==> src/rtl/uart_reg_master.sv <==
// UART initiator for the register-access protocol: sends write/read command frames
// (8N1, LSB first) and captures the 2-byte read response with timeout and framing checks.
module uart_reg_master #(
    parameter int CLKS_PER_BIT = 434,
    parameter int RSP_TIMEOUT  = 500000
) (
    input  logic        i_clk,
    input  logic        i_rst_n,
    input  logic        i_req,
    input  logic        i_wr,
    input  logic [15:0] i_addr,
    input  logic [15:0] i_wdata,
    output logic        o_busy,
    output logic        o_done,
    output logic        o_err,
    output logic [15:0] o_rdata,
    output logic        o_uart_tx,
    input  logic        i_uart_rx
);

    localparam int CW = (CLKS_PER_BIT > 1) ? $clog2(CLKS_PER_BIT) : 1;
    localparam int TW = $clog2(RSP_TIMEOUT + 1);
    localparam logic [CW-1:0] BIT_LAST  = CW'(CLKS_PER_BIT - 1);
    localparam logic [CW-1:0] HALF_LAST = CW'(CLKS_PER_BIT / 2 - 1);
    localparam logic [TW-1:0] TO_LAST   = TW'(RSP_TIMEOUT - 1);
    localparam logic [7:0]    CMD_WR    = 8'h57;
    localparam logic [7:0]    CMD_RD    = 8'h52;

    typedef enum logic [3:0] {
        IDLE,
        TX_START,
        TX_DATA,
        TX_STOP,
        RX_WAIT,
        RX_START,
        RX_DATA,
        RX_STOP,
        FIN
    } state_t;

    state_t          r_state;
    state_t          w_stateNext;
    logic [CW-1:0]   r_clkCnt;
    logic [2:0]      r_bitIdx;
    logic [2:0]      r_byteIdx;
    logic [7:0]      r_txShift;
    logic            r_tx;
    logic            r_wr;
    logic [15:0]     r_addr;
    logic [15:0]     r_wdata;
    logic [1:0]      r_rxSync;
    logic [7:0]      r_rxShift;
    logic [7:0]      r_rxByte0;
    logic [TW-1:0]   r_toCnt;
    logic            r_err;
    logic [15:0]     r_rdata;

    logic            w_rx;
    logic            w_bitEnd;
    logic            w_halfPoint;
    logic            w_lastTxByte;
    logic            w_timeout;
    logic            w_stateChange;
    logic [7:0]      w_nextByte;

    assign w_rx          = r_rxSync[1];
    assign w_bitEnd      = (r_clkCnt == BIT_LAST);
    assign w_halfPoint   = (r_clkCnt == HALF_LAST);
    assign w_lastTxByte  = r_wr ? (r_byteIdx == 3'd4) : (r_byteIdx == 3'd2);
    assign w_timeout     = (r_toCnt == TO_LAST);
    assign w_stateChange = (w_stateNext != r_state);

    // Byte that follows the one currently on the line; byte 0 is the command.
    always_comb begin
        w_nextByte = 8'h00;
        case (r_byteIdx)
            3'd0:    w_nextByte = r_addr[15:8];
            3'd1:    w_nextByte = r_addr[7:0];
            3'd2:    w_nextByte = r_wdata[15:8];
            3'd3:    w_nextByte = r_wdata[7:0];
            default: w_nextByte = 8'h00;
        endcase
    end

    always_ff @(posedge i_clk or negedge i_rst_n) begin
        if (!i_rst_n) begin
            r_rxSync <= 2'b11;
        end else begin
            r_rxSync <= {r_rxSync[0], i_uart_rx};
        end
    end

    always_ff @(posedge i_clk or negedge i_rst_n) begin
        if (!i_rst_n) begin
            r_state <= IDLE;
        end else begin
            r_state <= w_stateNext;
        end
    end

    // A low line in RX_WAIT wins over a simultaneous timeout; a rejected glitch
    // falls back into RX_WAIT with the timeout still running.
    always_comb begin
        w_stateNext = r_state;
        case (r_state)
            IDLE:     if (i_req) w_stateNext = TX_START;
            TX_START: if (w_bitEnd) w_stateNext = TX_DATA;
            TX_DATA:  if (w_bitEnd && (r_bitIdx == 3'd7)) w_stateNext = TX_STOP;
            TX_STOP: begin
                if (w_bitEnd) begin
                    if (!w_lastTxByte) w_stateNext = TX_START;
                    else if (r_wr)     w_stateNext = FIN;
                    else               w_stateNext = RX_WAIT;
                end
            end
            RX_WAIT: begin
                if (!w_rx)          w_stateNext = RX_START;
                else if (w_timeout) w_stateNext = FIN;
            end
            RX_START: if (w_halfPoint) w_stateNext = w_rx ? RX_WAIT : RX_DATA;
            RX_DATA:  if (w_bitEnd && (r_bitIdx == 3'd7)) w_stateNext = RX_STOP;
            RX_STOP: begin
                if (w_bitEnd) w_stateNext = (!w_rx || r_byteIdx[0]) ? FIN : RX_WAIT;
            end
            FIN:      w_stateNext = IDLE;
            default:  w_stateNext = IDLE;
        endcase
    end

    always_ff @(posedge i_clk or negedge i_rst_n) begin
        if (!i_rst_n) begin
            r_clkCnt  <= '0;
            r_bitIdx  <= '0;
            r_byteIdx <= '0;
            r_txShift <= '0;
            r_tx      <= 1'b1;
            r_wr      <= 1'b0;
            r_addr    <= '0;
            r_wdata   <= '0;
            r_rxShift <= '0;
            r_rxByte0 <= '0;
            r_toCnt   <= '0;
            r_err     <= 1'b0;
            r_rdata   <= '0;
        end else begin
            if (w_stateChange || w_bitEnd) begin
                r_clkCnt <= '0;
            end else begin
                r_clkCnt <= r_clkCnt + 1'b1;
            end

            if (w_stateChange) begin
                r_bitIdx <= '0;
            end else if (w_bitEnd && ((r_state == TX_DATA) || (r_state == RX_DATA))) begin
                r_bitIdx <= r_bitIdx + 1'b1;
            end

            // The tx line is registered and changes together with the state.
            case (r_state)
                IDLE: begin
                    if (i_req) begin
                        r_wr      <= i_wr;
                        r_addr    <= i_addr;
                        r_wdata   <= i_wdata;
                        r_err     <= 1'b0;
                        r_byteIdx <= '0;
                        r_txShift <= i_wr ? CMD_WR : CMD_RD;
                        r_tx      <= 1'b0;
                    end
                end
                TX_START: begin
                    if (w_bitEnd) r_tx <= r_txShift[0];
                end
                TX_DATA: begin
                    if (w_bitEnd) begin
                        r_txShift <= {1'b0, r_txShift[7:1]};
                        r_tx      <= (r_bitIdx == 3'd7) ? 1'b1 : r_txShift[1];
                    end
                end
                TX_STOP: begin
                    if (w_bitEnd) begin
                        if (!w_lastTxByte) begin
                            r_byteIdx <= r_byteIdx + 1'b1;
                            r_txShift <= w_nextByte;
                            r_tx      <= 1'b0;
                        end else begin
                            r_byteIdx <= '0;
                        end
                    end
                end
                RX_WAIT: begin
                    if (w_rx && w_timeout) r_err <= 1'b1;
                end
                RX_DATA: begin
                    if (w_bitEnd) r_rxShift <= {w_rx, r_rxShift[7:1]};
                end
                RX_STOP: begin
                    if (w_bitEnd) begin
                        if (!w_rx) begin
                            r_err <= 1'b1;
                        end else if (!r_byteIdx[0]) begin
                            r_rxByte0 <= r_rxShift;
                            r_byteIdx <= 3'd1;
                        end else begin
                            r_rdata <= {r_rxByte0, r_rxShift};
                        end
                    end
                end
                default: ;
            endcase

            // Saturating response timer, restarted per byte and on each confirmed start.
            if (((r_state == TX_STOP) || (r_state == RX_STOP)) && (w_stateNext == RX_WAIT)) begin
                r_toCnt <= '0;
            end else if ((r_state == RX_START) && w_halfPoint && !w_rx) begin
                r_toCnt <= '0;
            end else if (((r_state == RX_WAIT) || (r_state == RX_START)) && !w_timeout) begin
                r_toCnt <= r_toCnt + 1'b1;
            end
        end
    end

    assign o_busy    = (r_state != IDLE) && (r_state != FIN);
    assign o_done    = (r_state == FIN);
    assign o_err     = r_err;
    assign o_rdata   = r_rdata;
    assign o_uart_tx = r_tx;

endmodule

==> config.mk <==
export PLATFORM = sky130hd
export DESIGN_NAME = uart_reg_master
export DESIGN_NICKNAME = d
export VERILOG_FILES = /design/src/rtl/uart_reg_master.sv
export SDC_FILE = /design/constraint.sdc
export NUM_CORES = 1
export LEC_CHECK = 0
export ABC_AREA = 1
export CAP_MARGIN = 20
export CORE_MARGIN = 5
export CORE_UTILIZATION = 60
export CTS_CLUSTER_DIAMETER = 60
export DETAILED_ROUTE_END_ITERATION = 8
export PLACE_DENSITY_LB_ADDON = 0.1
export SLEW_MARGIN = 10
export SYNTH_ARGS = -nofsm -noshare
export SYNTH_HDL_FRONTEND = slang
export SYNTH_SLANG_ARGS = --single-unit
==> constraint.sdc <==
create_clock -name i_clk -period 3.5 [get_ports i_clk]
set_input_delay 0.7 -clock i_clk [delete_from_list [all_inputs] [get_ports i_clk]]
set_output_delay 0.7 -clock i_clk [all_outputs]
set_load 0.1 [all_outputs]
==> metrics <==
outcome finished clean; Post-synth EDFFs 0; Worst path slowest cell clkdlybuf4s50_1; TritonCTS Buffers 17; first-iteration detailed-routing DRC count between 300 and 400; syn nets 760; IO Pins 57; Core ar. a little over 9000 µm²; register area 2880 µm²; Synth top area share 0.483; initial antenna violation count 0; CP Capture Type output pin; Critical Path RT around 2.8 ns; leakage power 3.33 nW; Psw between 0.0006 and 0.0007 W; crit-path max FO 2; max cap viols 0; worst setup path end o_rdata[9]; nets roughly 820; Worst slew margin 0.349; Worst R2R Start r_state[1]$_DFF_PN0_; #FFs+latches synth approximately 120; Final Cycle Share 0.776; RSZ-0062 raised after global routing no; clock power share 0.564; critical path class flop to output pin; instance count of the mapped netlist between 700 and 800; sequential area share after synthesis 0.497; CTS H-Tree Depth 4; Post-DRT Antenna Nets 0; HPWL after DPL between 8 and 9 mm; Remaining Overflow, GRT 0; post-route cell area 7090 µm²; antenna fix cells 0; Startpoint Class flop; Starting Density 0.622; metal3 WL approximately 670 µm; CTS Buffer Depth 2; final wirelength approximately 13 mm; gr usage total 0.239; Critical Path Source o_rdata[9]$_DFFE_PN0P_; via/cell ratio between 5 and 6; Crit path max-delay family buffers and inverters; worst r2r path cells 12; Pwr Density between 400 and 500 nW/µm²; crit-path cells clkdlybuf4s50_1; worst-skew pair later-pin latency approximately 0.52 ns; Crit path depth 1; Synth area leaders dfrtp_1 (48%), nand2_1 (11%), inv_1 (6.1%); clock-pin slew on the worst setup and hold paths ~0.05 ns; WP buf/inv 1; vias in the first global route 4800; Hold Path Class primary input to asynchronous set/reset pin; Final Hold Violating Endpoints 0; total negative setup slack 0 ns; most frequent cells in the layout nand2_1 (177), dfrtp_1 (112), inv_1 (95); share of cells above drive strength 1 0.107; first-pass GRT wire length roughly 22 mm; max-slew violation count 0; part of the power in registers 0.415; Met2 Routed Length between 6 and 7 mm; Peak VDD IR approximately 0.35 mV; Tmin final between 2 and 3 ns; Async SR Flop Fraction 1.00; root buf cell clkbuf_8; Post-Place Cell Area approximately 6500 µm²; post-CTS sizing 0; DRC Markers 0; hold_buf cts 0; Area growth, synth to finish 22.3%; number of fill cells in the layout about 700; commonest non-fill, non-tap cell in the layout nand2_1; slowest stage delay, CP about 1.1 ns; Die Area approximately 12000 µm²; DR pass1 iterations 5; post-synth top area cell dfrtp_1; row cnt 35; top layer in use met4; WL per Instance about 14 µm; # setup viols final 0; Inst Count DP 884; Slew @ Worst Pin 0.973 ns; M1 wire length 5.79 mm; I/O Buffers 56; Die Width between 100 and 150 µm; height of the die between 100 and 150 µm; maximum clock frequency about 0.37 GHz; Clock Skew 0.00844 ns; GP Congestion around 0.95; Finished Layout Cells roughly 920; post-synth cell types 43; CTS tree done; pin count of the biggest net entering global routing just over 60; arrival time worst endpoint approximately 2.0 ns; syn_area_per_cell approximately 8 µm²; via count 4918; sw frac 0.191; setup slack, reg-to-reg 1.26 ns; internal power around 0.0026 W; CTS Sinks 115; fraction of power consumed by combinational cells 0.021; Post-Syn Area between 5000 and 6000 µm²; postcts setup bufs 0; Worst R2R End r_clkCnt[0]$_DFF_PN0_; top_reg_cell synth dfrtp_1; yosys warns 0; multi-input logic area about 2400 µm²
-- sequential cells by signal (all words and copies together) (netlist names), 4 cells and up --
register / flops
r_toCnt: 19
r_state: 4
r_rxByte0: 8
r_txShift: 8
o_rdata: 16
r_rxShift: 8
r_clkCnt: 9
r_wdata: 16
r_addr: 16
-- cell type report --
cell class,instances,share of cell area
clock buffer,24,0.0677
clock inverter,8,0.0206
inverter,104,0.0550
multi-input combinational,477,0.344
sequential,115,0.406
tap,129,0.0228
timing repair buffer,60,0.0836
-- power by group through the flow --
stage               Combinational [W]  Sequential [W]  Clock, W
floorplan                  0.00000102         0.00136         0
global placement            0.0000706         0.00136         0
detailed placement          0.0000709         0.00136         0
CTS                         0.0000712         0.00133   0.00184
global route                0.0000776         0.00133   0.00191
finish                      0.0000690         0.00133   0.00181
-- worst min path at each step --
| stage | from | to | slack (ns) | depth (start not counted) |
|---|---|---|---|---|
| after floorplan | r_rxSync[0]$_DFF_PN1_ | r_rxSync[1]$_DFF_PN1_ | 0.35 | 0 |
| after global placement | r_rxSync[0]$_DFF_PN1_ | r_rxSync[1]$_DFF_PN1_ | 0.35 | 0 |
| after detailed placement | r_rxSync[0]$_DFF_PN1_ | r_rxSync[1]$_DFF_PN1_ | 0.35 | 0 |
| after CTS | i_rst_n | r_toCnt[0]$_DFFE_PN0P_ | 0.28 | 1 |
| after global routing | i_rst_n | r_toCnt[4]$_DFFE_PN0P_ | 0.34 | 1 |
| final | i_rst_n | r_toCnt[4]$_DFFE_PN0P_ | 0.25 | 1 |
-- stage by stage --
| stage | power [W] | hold slack (ns) | setup WS (ns) | util |
|---|---|---|---|---|
| after floorplan | 0.00136 | 0.345 | 0.0307 | - |
| after global placement | 0.00143 | 0.347 | 1.04 | 0.693 |
| after detailed placement | 0.00143 | 0.354 | 0.984 | 0.693 |
| after CTS | 0.00324 | 0.283 | 0.757 | 0.760 |
| after global routing | 0.00332 | 0.341 | 0.724 | 0.761 |
| final | 0.00322 | 0.251 | 0.785 | 0.761 |
-- cell usage after synthesis (2+ instances only) --
library cell	count
nand2_4	3
nand3_1	30
xnor2_1	3
nand2_1	177
clkbuf_1	7
inv_1	95
nor3_1	19
o22ai_1	10
a21oi_1	7
nor2_1	61
nor2_2	13
dfstp_2	3
buf_6	2
buf_2	6
a41oi_1	2
nand2_2	9
mux2i_1	2
ha_1	11
o21ai_0	65
o2111ai_1	3
o21ai_1	13
dfrtp_1	112
nand4_1	12
nor3_2	2
a31oi_1	2
nor2_4	5
xor2_1	15
inv_2	8
-- kinds of logic after synthesis --
logic type | count (synthesis) | synth area share
multiplexers | 3 | 0.00539
flip-flops | 115 | 0.497
buffers and inverters | 120 | 0.0822
AND/OR/NAND/NOR | 339 | 0.265
AO/OA/AOI/OAI | 106 | 0.0992
adder cells (fa/ha/maj) | 11 | 0.0237
XOR/XNOR | 18 | 0.0272
-- routing by layer --
layer  track usage  up-vias
met5             0        -
met4        0.0947        0
met3        0.0519       31
met2         0.380      132
met1         0.320     2345
li1              -     2410
Power figures use the tool's default switching activity.
